===== config.mk =====
export PLATFORM = sky130hd
export DESIGN_NAME = tt_pin_wb_bridge
export DESIGN_NICKNAME = d
export VERILOG_FILES = /design/src/rtl/tt_pin_wb_pkg.sv /design/src/rtl/tt_pin_byte_ptr.sv /design/src/rtl/tt_pin_wb_bridge.sv
export SDC_FILE = /design/constraint.sdc
export NUM_CORES = 1
export LEC_CHECK = 0
export ABC_AREA = 1
export BUFFER_PORTS_ARGS = -buffer_cell sky130_fd_sc_hd__buf_2
export CORE_MARGIN = 3
export CORE_UTILIZATION = 55
export DETAILED_ROUTE_END_ITERATION = 7
export GPL_TIMING_DRIVEN = 0
export PLACE_DENSITY_LB_ADDON = 0.2
export SLEW_MARGIN = 20
export SYNTH_ARGS = -nofsm -noshare
export SYNTH_HDL_FRONTEND = slang
export SYNTH_SLANG_ARGS = --single-unit
export TNS_END_PERCENT = 50

===== constraint.sdc =====
create_clock -name clk -period 2.7 [get_ports clk]
set_input_delay 0.54 -clock clk [delete_from_list [all_inputs] [get_ports clk]]
set_output_delay 0.54 -clock clk [all_outputs]
set_load 0.05 [all_outputs]

===== src/rtl/tt_pin_wb_pkg.sv =====
// Shared command codes, EXEC opcodes, status bit positions and FSM states
// for the tiny-tapeout pin to Wishbone bridge.
package tt_pin_wb_pkg;

  localparam logic [2:0] CMD_IDLE = 3'b000;
  localparam logic [2:0] CMD_EXEC = 3'b001;
  localparam logic [2:0] CMD_ADR  = 3'b010;
  localparam logic [2:0] CMD_DOUT = 3'b011;
  localparam logic [2:0] CMD_DIN  = 3'b100;
  localparam logic [2:0] CMD_STAT = 3'b101;

  localparam logic [7:0] EXE_RESET     = 8'h01;
  localparam logic [7:0] EXE_DISABLE   = 8'h04;
  localparam logic [7:0] EXE_ENABLE    = 8'h05;
  localparam logic [7:0] EXE_READ      = 8'h06;
  localparam logic [7:0] EXE_WRITE     = 8'h07;
  localparam logic [7:0] EXE_READ_INC  = 8'h0E;
  localparam logic [7:0] EXE_WRITE_INC = 8'h0F;

  localparam int STAT_BUSY  = 7;
  localparam int STAT_VALID = 6;
  localparam int STAT_ERR   = 5;
  localparam int STAT_TMO   = 4;

  typedef enum logic {
    ST_IDLE = 1'b0,
    ST_BUSY = 1'b1
  } state_t;

  // Number of bytes needed to cover a field of the given bit width.
  function automatic int nbytes(input int bits);
    return (bits + 7) / 8;
  endfunction

endpackage


===== src/rtl/tt_pin_byte_ptr.sv =====
// Byte pointer for multi-byte register access: reads 0 on the first cycle
// of a command run and advances on each further cycle, wrapping at N.
module tt_pin_byte_ptr #(
  parameter int N  = 4,
  parameter int PW = (N > 1) ? $clog2(N) : 1
) (
  input  logic          clk,
  input  logic          rst_n,
  input  logic          clr,
  input  logic          restart,
  input  logic          active,
  output logic [PW-1:0] ptr
);

  logic [PW-1:0] cnt;

  assign ptr = restart ? '0 : cnt;

  // Remember the byte index the next cycle of this run should use.
  always_ff @(posedge clk or negedge rst_n) begin
    if (!rst_n) begin
      cnt <= '0;
    end else if (clr) begin
      cnt <= '0;
    end else if (active) begin
      cnt <= (ptr == PW'(N - 1)) ? '0 : ptr + PW'(1);
    end
  end

endmodule


===== src/rtl/tt_pin_wb_bridge.sv =====
// Pin-level command interface that builds address/data a byte at a time and
// runs single Wishbone-classic transfers with timeout and error capture.
module tt_pin_wb_bridge #(
  parameter int ADR_W = 14,
  parameter int DAT_W = 32,
  parameter int TMO_W = 8
) (
  input  logic               clk,
  input  logic               rst_n,
  input  logic               ena,
  input  logic [7:0]         ui_in,
  output logic [7:0]         uo_out,
  input  logic [7:0]         uio_in,
  output logic [7:0]         uio_out,
  output logic [7:0]         uio_oe,
  output logic               wb_CYC,
  output logic               wb_STB,
  output logic               wb_WE,
  input  logic               wb_ACK,
  input  logic               wb_ERR,
  output logic [ADR_W-1:0]   wb_ADR,
  output logic [DAT_W/8-1:0] wb_SEL,
  output logic [DAT_W-1:0]   wb_DAT_MOSI,
  input  logic [DAT_W-1:0]   wb_DAT_MISO
);

  import tt_pin_wb_pkg::*;

  localparam int NB_D = DAT_W / 8;
  localparam int NB_A = nbytes(ADR_W);
  localparam int APW  = (NB_A > 1) ? $clog2(NB_A) : 1;
  localparam int DPW  = (NB_D > 1) ? $clog2(NB_D) : 1;

  logic [2:0]         cmd;
  logic [2:0]         cmd_last;
  logic               cmd_first;
  logic [APW-1:0]     adr_ptr;
  logic [DPW-1:0]     dat_ptr;
  state_t             state;
  state_t             state_next;
  logic               cyc_q, stb_q, we_q, inc_q;
  logic               valid_q, err_q, tmo_q, issued_q;
  logic [TMO_W-1:0]   timer_q;
  logic [ADR_W-1:0]   adr_q;
  logic [DAT_W-1:0]   do_q;
  logic [DAT_W-1:0]   di_q;
  logic [7:0]         uo_q;
  logic               is_exec, sync_clr, do_disable, do_enable, is_xfer;
  logic               launch, busy, bus_err, bus_ack, tmo_hit;
  logic [NB_A*8-1:0]  adr_wide;
  logic [DAT_W-1:0]   do_wide;
  logic [7:0]         din_byte;
  logic [7:0]         stat_byte;
  logic               unused_uio;

  assign unused_uio = |uio_in[4:0];

  assign cmd        = ena ? uio_in[7:5] : CMD_IDLE;
  assign cmd_first  = (cmd != cmd_last);
  assign busy       = (state == ST_BUSY);
  assign is_exec    = (cmd == CMD_EXEC);
  assign sync_clr   = is_exec && (ui_in == EXE_RESET);
  assign do_disable = is_exec && (ui_in == EXE_DISABLE);
  assign do_enable  = is_exec && (ui_in == EXE_ENABLE);
  assign is_xfer    = (ui_in == EXE_READ) || (ui_in == EXE_WRITE) ||
                      (ui_in == EXE_READ_INC) || (ui_in == EXE_WRITE_INC);
  assign launch     = is_exec && is_xfer && !issued_q && cyc_q && !busy;
  assign bus_err    = busy && wb_ERR;
  assign bus_ack    = busy && wb_ACK && !wb_ERR;
  assign tmo_hit    = busy && !wb_ACK && !wb_ERR &&
                      ((timer_q + TMO_W'(1)) == {TMO_W{1'b1}});

  tt_pin_byte_ptr #(.N(NB_A)) u_adr_ptr (
    .clk     (clk),
    .rst_n   (rst_n),
    .clr     (sync_clr),
    .restart (cmd_first),
    .active  (cmd == CMD_ADR),
    .ptr     (adr_ptr)
  );

  tt_pin_byte_ptr #(.N(NB_D)) u_dat_ptr (
    .clk     (clk),
    .rst_n   (rst_n),
    .clr     (sync_clr),
    .restart (cmd_first),
    .active  ((cmd == CMD_DOUT) || (cmd == CMD_DIN)),
    .ptr     (dat_ptr)
  );

  // Merge the incoming byte into the address/data registers and pick the read-back byte.
  always_comb begin
    adr_wide = '0;
    adr_wide[ADR_W-1:0] = adr_q;
    adr_wide[{adr_ptr, 3'b000} +: 8] = ui_in;
    do_wide = do_q;
    do_wide[{dat_ptr, 3'b000} +: 8] = ui_in;
    din_byte = di_q[{dat_ptr, 3'b000} +: 8];
  end

  // FSM state register; the RESET opcode behaves like the async reset.
  always_ff @(posedge clk or negedge rst_n) begin
    if (!rst_n) begin
      state <= ST_IDLE;
    end else if (sync_clr) begin
      state <= ST_IDLE;
    end else begin
      state <= state_next;
    end
  end

  // FSM next state: launch a transfer, then leave on ACK, ERR, timeout or DISABLE.
  always_comb begin
    state_next = state;
    case (state)
      ST_IDLE: if (launch) state_next = ST_BUSY;
      ST_BUSY: if (do_disable || bus_err || bus_ack || tmo_hit) state_next = ST_IDLE;
      default: state_next = ST_IDLE;
    endcase
  end

  // Bus controls, sticky flags, timer, address/data registers and the pin output byte.
  always_ff @(posedge clk or negedge rst_n) begin
    if (!rst_n) begin
      cmd_last <= CMD_IDLE;
      issued_q <= 1'b0;
      cyc_q    <= 1'b0;
      stb_q    <= 1'b0;
      we_q     <= 1'b0;
      inc_q    <= 1'b0;
      valid_q  <= 1'b0;
      err_q    <= 1'b0;
      tmo_q    <= 1'b0;
      timer_q  <= '0;
      adr_q    <= '0;
      do_q     <= '0;
      di_q     <= '0;
      uo_q     <= '0;
    end else if (sync_clr) begin
      cmd_last <= CMD_IDLE;
      issued_q <= 1'b0;
      cyc_q    <= 1'b0;
      stb_q    <= 1'b0;
      we_q     <= 1'b0;
      inc_q    <= 1'b0;
      valid_q  <= 1'b0;
      err_q    <= 1'b0;
      tmo_q    <= 1'b0;
      timer_q  <= '0;
      adr_q    <= '0;
      do_q     <= '0;
      di_q     <= '0;
      uo_q     <= '0;
    end else begin
      cmd_last <= cmd;
      if (!is_exec) begin
        issued_q <= 1'b0;
      end else if (launch) begin
        issued_q <= 1'b1;
      end
      if (do_enable) begin
        cyc_q <= 1'b1;
      end
      if (do_disable) begin
        cyc_q <= 1'b0;
        stb_q <= 1'b0;
        we_q  <= 1'b0;
      end else if (launch) begin
        stb_q   <= 1'b1;
        we_q    <= ui_in[0];
        inc_q   <= ui_in[3];
        valid_q <= 1'b0;
        err_q   <= 1'b0;
        tmo_q   <= 1'b0;
        timer_q <= '0;
      end else if (busy) begin
        if (wb_ERR) begin
          stb_q <= 1'b0;
          we_q  <= 1'b0;
          err_q <= 1'b1;
        end else if (wb_ACK) begin
          stb_q   <= 1'b0;
          we_q    <= 1'b0;
          valid_q <= 1'b1;
          if (!we_q) di_q <= wb_DAT_MISO;
          if (inc_q) adr_q <= adr_q + ADR_W'(1);
        end else if (tmo_hit) begin
          stb_q <= 1'b0;
          we_q  <= 1'b0;
          err_q <= 1'b1;
          tmo_q <= 1'b1;
        end else begin
          timer_q <= timer_q + TMO_W'(1);
        end
      end
      if (!busy && (cmd == CMD_ADR)) begin
        adr_q <= adr_wide[ADR_W-1:0];
      end
      if (!busy && (cmd == CMD_DOUT)) begin
        do_q <= do_wide;
      end
      if (cmd == CMD_DIN) begin
        uo_q <= din_byte;
      end else if (cmd == CMD_STAT) begin
        uo_q <= stat_byte;
      end else begin
        uo_q <= di_q[7:0];
      end
    end
  end

  // Status byte and pin/bus output mapping.
  always_comb begin
    stat_byte             = '0;
    stat_byte[STAT_BUSY]  = busy;
    stat_byte[STAT_VALID] = valid_q;
    stat_byte[STAT_ERR]   = err_q;
    stat_byte[STAT_TMO]   = tmo_q;
    uio_out               = '0;
    uio_out[4]            = valid_q;
    uio_out[3]            = err_q;
    uio_oe                = 8'b0001_1000;
    uo_out                = uo_q;
    wb_CYC                = cyc_q;
    wb_STB                = stb_q;
    wb_WE                 = we_q;
    wb_SEL                = {NB_D{we_q}};
    wb_ADR                = adr_q;
    wb_DAT_MOSI           = do_q;
  end

endmodule

==> results.ini, run 1 <==
[outcome]
status = finished clean

[clocking]
clock_sinks = 109
cts_tree = yes
clk_latency_ns = 0.38
hold_buffers = 0
clkTransAtPathRegs_ns = 0.10
cts_root_buf = clkbuf_8
postCtsSetupBuffers = 0
cts_max_level = 3
clk_path_buf_depth = 2
cts_made_buffers = 9
cts_resized = 0

[timing]
grt_setup_unrepaired = no
period_minus_slack_ns = 2.404
maxSlewHeadroom = 0.3371
max_freq_mhz = 415.9
fin_ws_ns = 0.2957
worstMarginPinSlew_ns = 0.9868
period_share = 0.8905
timing.hold.ws_ns = 0.03945
setup_violations = 0
skew_ns = 0.01214
hold_viol = 0
drv_slew = 0

[route]
num_vias = 5516
wl_per_cell_um = 14.56
drcViolationCount = 0
dr.pass1.iters = 5
wirelength_um = 14800
route.met3.wl_um = 907
drt_iter0_markers = 353
topRoutingLayerUsed = met4
met1Wirelength_um = 6195
wl_met2_um = 7350
ant_nets = 0
post_drt_via_cell_ratio = 5.429

[final_layout]
final_nets = 936
postLayoutCoreUtil = 0.6614
final_area_sq_mm = 0.006859
layout-drive-gt1-share = 0.2230
final_cells = 1016
synthToLayoutAreaGrowth_pct = 16.76

[power_and_ir_drop]
power_density_mw_per_mm2 = 553.1
p_leak_nw = 3.628
switching_share = 0.3796
power_frac_comb = 0.268
pwr-share-seq = 0.487
peakVddDrop_mv = 0.5044
p_int_mw = 2.354
switchingPower_mw = 1.440
power_frac_clock = 0.245

[synthesis]
synth_cell_types = 37
syn_avg_cell_area_sq_um = 7.928
syn_inst = 741
ys_warn_count = 0
synth_area_sq_mm = 0.005874
synth_seq_cells = 109
seq_area_frac_synth = 0.4643

[floorplan]
core_sq_mm = 0.01037
die_h_um = 109.3
die_w_um = 109.3
rows = 37
die_area_sq_mm = 0.01196
initial_utilization = 0.5665
io_pins = 130

[critical_path]
worstSetupEndpointType = register
cp_max_fo = 11
cp-start-kind = primary input
rrSetupSlack_ns = 0.33
crit_required_ns = 2.98
cp.arrival_ns = 2.68
worstSetupPathType = in2reg
max_stage_delay_ns = 0.30
worstPathCellList = buf_2 > nand2_2 > xor2_1 > nand3_2 > nor2_4 > inv_2 > ha_1 > clkbuf_1 > nor2_1 > nand2_1 > o31ai_1
crit_path_top_delay_cell = nor2_4

[grt]
grt_max_degree = 74
grt.total_usage = 0.2621
grt_overflow = 0
antenna_found_initial = 1
grt_pass1_wl_um = 24760
grt_pass1_vias = 5249

[job]
maxCapViolCount = 0

[place]
hpwl_um = 11210
gp_congestion = 0.9015
placed_cells = 1000
portBuffers = 110
dp_slack_ns = -0.2591
placed_area_sq_mm = 0.006674

[hold_path]
hold_class = in2async

cells in the final DEF (no fill, tap or decap), types with 8 or more instances in the layout:
master and instances:
conb_1 14, nand4_1 10, ha_1 8, buf_2 120, clkbuf_8 9, nor2_1 55, dfrtp_1 109, a21oi_1 18
nand2_1 187, nand3_1 94, inv_2 8, inv_1 53, o211ai_1 11, o21ai_0 73, buf_4 24, nor3_1 11
o31ai_1 11
power by group through the flow:
stage | sequential [mW] | combinational (mW) | clock [mW]
after global placement | 1.87 | 0.984 | 0
after global routing | 1.86 | 1.10 | 1.03
final | 1.85 | 1.02 | 0.930
after detailed placement | 1.88 | 1.01 | 0
after floorplan | 2.20 | 0.405 | 0
after CTS | 1.85 | 1.02 | 0.960
routing by layer:
metal | vias to the layer above | track usage
met2 | 198 | 0.4442
met3 | 28 | 0.04463
li1 | 2696 | -
met5 | - | 0
met1 | 2594 | 0.3433
met4 | 0 | 0.08549
layout make-up:
class	count	area [sq um]
Antenna cell	1	2.502
Buffer	45	280.3
Clock buffer	9	123.9
Clock inverter	6	53.80
Fill cell	888	3511
Inverter	62	232.7
Multi-Input combinational cell	537	2684
Sequential cell	109	2728
Tap cell	136	170.2
Timing Repair Buffer	111	584.3
worst paths after layout:
check,startpoint,end,cells past startpoint
worst min-delay path,rst_n,wb_ADR[8],1
min in group clk,ui_in[4],wb_DAT_MOSI[4],3
max in group asynchronous,rst_n,di_q[26],2
worst min register to register,wb_DAT_MOSI[0],wb_DAT_MOSI[0],2
worst max-delay path,ena,wb_DAT_MOSI[12],11
worst max register to register,cmd_last[2],wb_DAT_MOSI[12],9
flip-flops by register name, indices dropped and copies added (netlist names), 2 cells and up:
name           count
cmd_last           3
wb_ADR            14
timer_q            8
di_q              32
u_dat_ptr.cnt      2
uo_out             8
wb_DAT_MOSI       32
synth_stat cells (all sizes together):
cell      n  area [sq um]
nand4    11         75.07
nor3     12         65.06
inv      61         229.0
clkbuf    6         22.52
xor2      6         52.55
o221ai    4         35.03
a221oi    1         8.760
buf      39         257.7
nor2     63         285.3
nand2   193         744.5
dfrtp   109          2728
a21oi    21         116.4
o21ai    79         417.9
xnor2     2         17.52
conb      2         7.510
o21bai    2         15.01
clkinv    1         3.750
o211ai   11         82.58
nand3    99         528.0
ha        8         100.1
o31ai    11         82.58
logic make-up (layout without fill, tap and decap cells):
group	Yosys count	in the layout	share of synthesized area
flops	109	109	0.4643
compound gates	129	129	0.1291
buf+inv	107	233	0.08732
other cells	2	15	0.001278
xor+xnor	8	8	0.01193
simple gates	378	378	0.2890
fa+ha+maj	8	8	0.01704
per-stage QoR:
stage | TNS (ns) | power (mW)
2_1_floorplan | 0 | 2.602
3_5_place_dp | -4.531 | 2.890
5_1_grt | 0 | 3.999
6_report | 0 | 3.794
4_1_cts | 0 | 3.821
3_3_place_gp | -11.96 | 2.851
critical path: cells and delay by family:
family          cells  cell delay [ns]
buf+inv             3             0.50
fa+ha+maj           1             0.22
compound gates      1             0.26
xor+xnor            1             0.19
simple gates        5             0.96
(Power assumes the default switching activity.)
==> inputs of run 2 (changes only) <==
==> constraint.sdc (replaced) <==
create_clock -name clk -period 2.5 [get_ports clk]
set_input_delay 0.5 -clock clk [delete_from_list [all_inputs] [get_ports clk]]
set_output_delay 0.5 -clock clk [all_outputs]
set_load 0.05 [all_outputs]
==> run 2 against run 1 <==
Compared with the run above:
- routed wire length is 0.92% higher
- clock power rose by 9.7%
- sequential power increased by 8%
- critical endpoint unchanged
==> results.ini, run 2 (synthesized netlist as in run 1, its figures left out) <==
[outcome]
status = finished clean

[grt]
grt_pass1_vias = 5255  ; +0.11%
grt_pass1_wl_um = 24780  ; about the same
antenna_found_initial = 1  ; unchanged
grt_max_degree = 74  ; unchanged
grt.total_usage = 0.2623  ; about the same
grt_overflow = 0  ; unchanged

[critical_path]
rr_worst_depth = 9  ; unchanged
worstSetupEndpointType = register
startpoint = u_dat_ptr.cnt[0]
cp_max_fo = 11  ; unchanged
crit_path_top_delay_cell = dfrtp_1
reg2reg_to = wb_DAT_MOSI[12]
crit_required_ns = 2.78  ; -0.20 ns
worstPathCellList = buf_1 > inv_1 > nor2_8 > inv_2 > ha_1 > clkbuf_1 > nor2_1 > nand2_1 > o31ai_1
cp.arrival_ns = 2.55  ; -0.13 ns
worstSetupPathType = reg2reg
cp-start-kind = register
cp-endpoint = wb_DAT_MOSI[12]
worstReg2RegStart = u_dat_ptr.cnt[0]
rrSetupSlack_ns = 0.23  ; -0.10 ns
max_stage_delay_ns = 0.35  ; +0.05 ns

[timing]
timing.hold.ws_ns = 0.3306  ; +0.2912 ns
maxSlewHeadroom = 0.3499  ; +0.01281
period_minus_slack_ns = 2.266
max_freq_mhz = 441.3
drv_slew = 0  ; unchanged
hold_viol = 0  ; unchanged
skew_ns = 0.01361  ; +0.001472 ns
period_share = 0.9064
tns_ns = 0  ; unchanged
setup_violations = 0  ; unchanged
worstMarginPinSlew_ns = 0.9677  ; -0.01906 ns
grt_setup_unrepaired = no

[final_layout]
multiInputGateArea_sq_mm = 0.002684  ; unchanged
layout_common_cells = nand2_1 (187), buf_2 (120), dfrtp_1 (109)
layout-drive-gt1-share = 0.2245  ; +0.001509
fillCellCount = 888  ; unchanged
synthToLayoutAreaGrowth_pct = 17.23
mostFrequentLayoutCell = nand2_1
final_cells = 1020  ; +0.39%
regArea_sq_mm = 0.002728  ; unchanged
final_nets = 939  ; +0.32%

[power_and_ir_drop]
power_density_mw_per_mm2 = 597.9  ; +8.1%
peakVddDrop_mv = 0.5447  ; +8.0%
p_int_mw = 2.547  ; +8.2%
p_leak_nw = 3.643  ; +0.41%
switching_share = 0.3814  ; +0.001862
power_frac_comb = 0.268  ; about the same
power_frac_clock = 0.247  ; +0.002
pwr-share-seq = 0.485  ; -0.002
switchingPower_mw = 1.570  ; +9.1%

[floorplan]
initial_utilization = 0.5665  ; unchanged
core_sq_mm = 0.01037  ; unchanged
die_h_um = 109.3  ; unchanged
die_area_sq_mm = 0.01196  ; unchanged
rows = 37  ; unchanged
die_w_um = 109.3  ; unchanged
io_pins = 130  ; unchanged

[clocking]
cts_tree = yes
clk_latency_ns = 0.39  ; about the same
clkTransAtPathRegs_ns = 0.11  ; about the same
clock_sinks = 109  ; unchanged
cts_max_level = 3  ; unchanged
cts_root_buf = clkbuf_8
cts_made_buffers = 9  ; unchanged
clk_path_buf_depth = 2  ; unchanged

[place]
portBuffers = 110  ; unchanged
gp_congestion = 0.9015  ; unchanged
placed_cells = 1000  ; unchanged
hpwl_um = 11210  ; unchanged

[route]
num_vias = 5471  ; -0.82%
wl_per_cell_um = 14.64  ; +0.52%
post_drt_via_cell_ratio = 5.364  ; -1.2%
wirelength_um = 14930  ; +0.92%
dr.pass1.iters = 6  ; +1
drt_iter0_markers = 323  ; -8.5%
ant_nets = 0  ; unchanged
drcViolationCount = 0  ; unchanged

[job]
maxCapViolCount = 0  ; unchanged

[hold_path]
hold_class = in2reg

## run 2: power groups by stage
stage / combinational [mW] / clock [mW] / sequential, mW
after floorplan: 0.438 / 0 / 2.37
after global placement: 1.06 / 0 / 2.02
after detailed placement: 1.09 / 0 / 2.03
after CTS: 1.10 / 1.04 / 1.99
after global routing: 1.20 / 1.11 / 2.01
final: 1.10 / 1.02 / 2.00
## run 2: timing repair
item | 4_1_cts | 5_1_grt
endpoints found under the setup margin | 7 | 8
hold buffers | 1 | 0
buffers inserted | 0 | 2
hold endpoints to repair | 1 | 0
cloned | 0 | 0
resized for setup | 1 | 0
pin swaps | 0 | 1
## run 2: worst min path at each step
stage | start | to | slack (ns) | depth (start not counted)
2_1_floorplan | rst_n | busy | 0.20 | 0
3_5_place_dp | rst_n | wb_ADR[8] | 0.42 | 1
6_report | ui_in[4] | wb_DAT_MOSI[4] | 0.33 | 3
3_3_place_gp | wb_DAT_MOSI[5] | wb_DAT_MOSI[5] | 0.46 | 2
5_1_grt | ui_in[4] | wb_DAT_MOSI[4] | 0.32 | 3
4_1_cts | ui_in[4] | wb_DAT_MOSI[4] | 0.32 | 3
## run 2: final cells by class
cell class | instances | share of cell area
Buffer | 45 | 0.04070
Antenna cell | 2 | 0.0007267
Multi-Input combinational cell | 537 | 0.3897
Inverter | 62 | 0.03379
Tap cell | 136 | 0.02471
Clock buffer | 9 | 0.01799
Timing Repair Buffer | 114 | 0.08848
Sequential cell | 109 | 0.3961
Clock inverter | 6 | 0.007813
## run 2: critical path, delay by kind of cell, from the launching register on
kind	cells	cell delay, ns
compound gates	1	0.26
buf+inv	4	0.84
flops	1	0.35
simple gates	3	0.53
fa+ha+maj	1	0.19
## run 2: metrics by stage
stage          setup slack, ns  instance area (sq um)    util  power [mW]
3_5_place_dp           -0.4191                   6674  0.6436       3.121
3_3_place_gp           -0.3313                   6640  0.6403       3.080
4_1_cts                 0.1300                   6867  0.6622       4.131
2_1_floorplan           0.1272                   5919       -       2.810
6_report                0.2339                   6887  0.6641       4.117
5_1_grt               0.002346                   6884  0.6639       4.326
## run 2: per-layer routing
metal | share of wire | GRT usage | vias up
li1 | - | - | 2695
met1 | 0.43 | 0.3433 | 2576
met2 | 0.49 | 0.4446 | 173
met3 | 0.055 | 0.04463 | 27
met4 | 0.021 | 0.08549 | 0
met5 | 0 | 0 | -
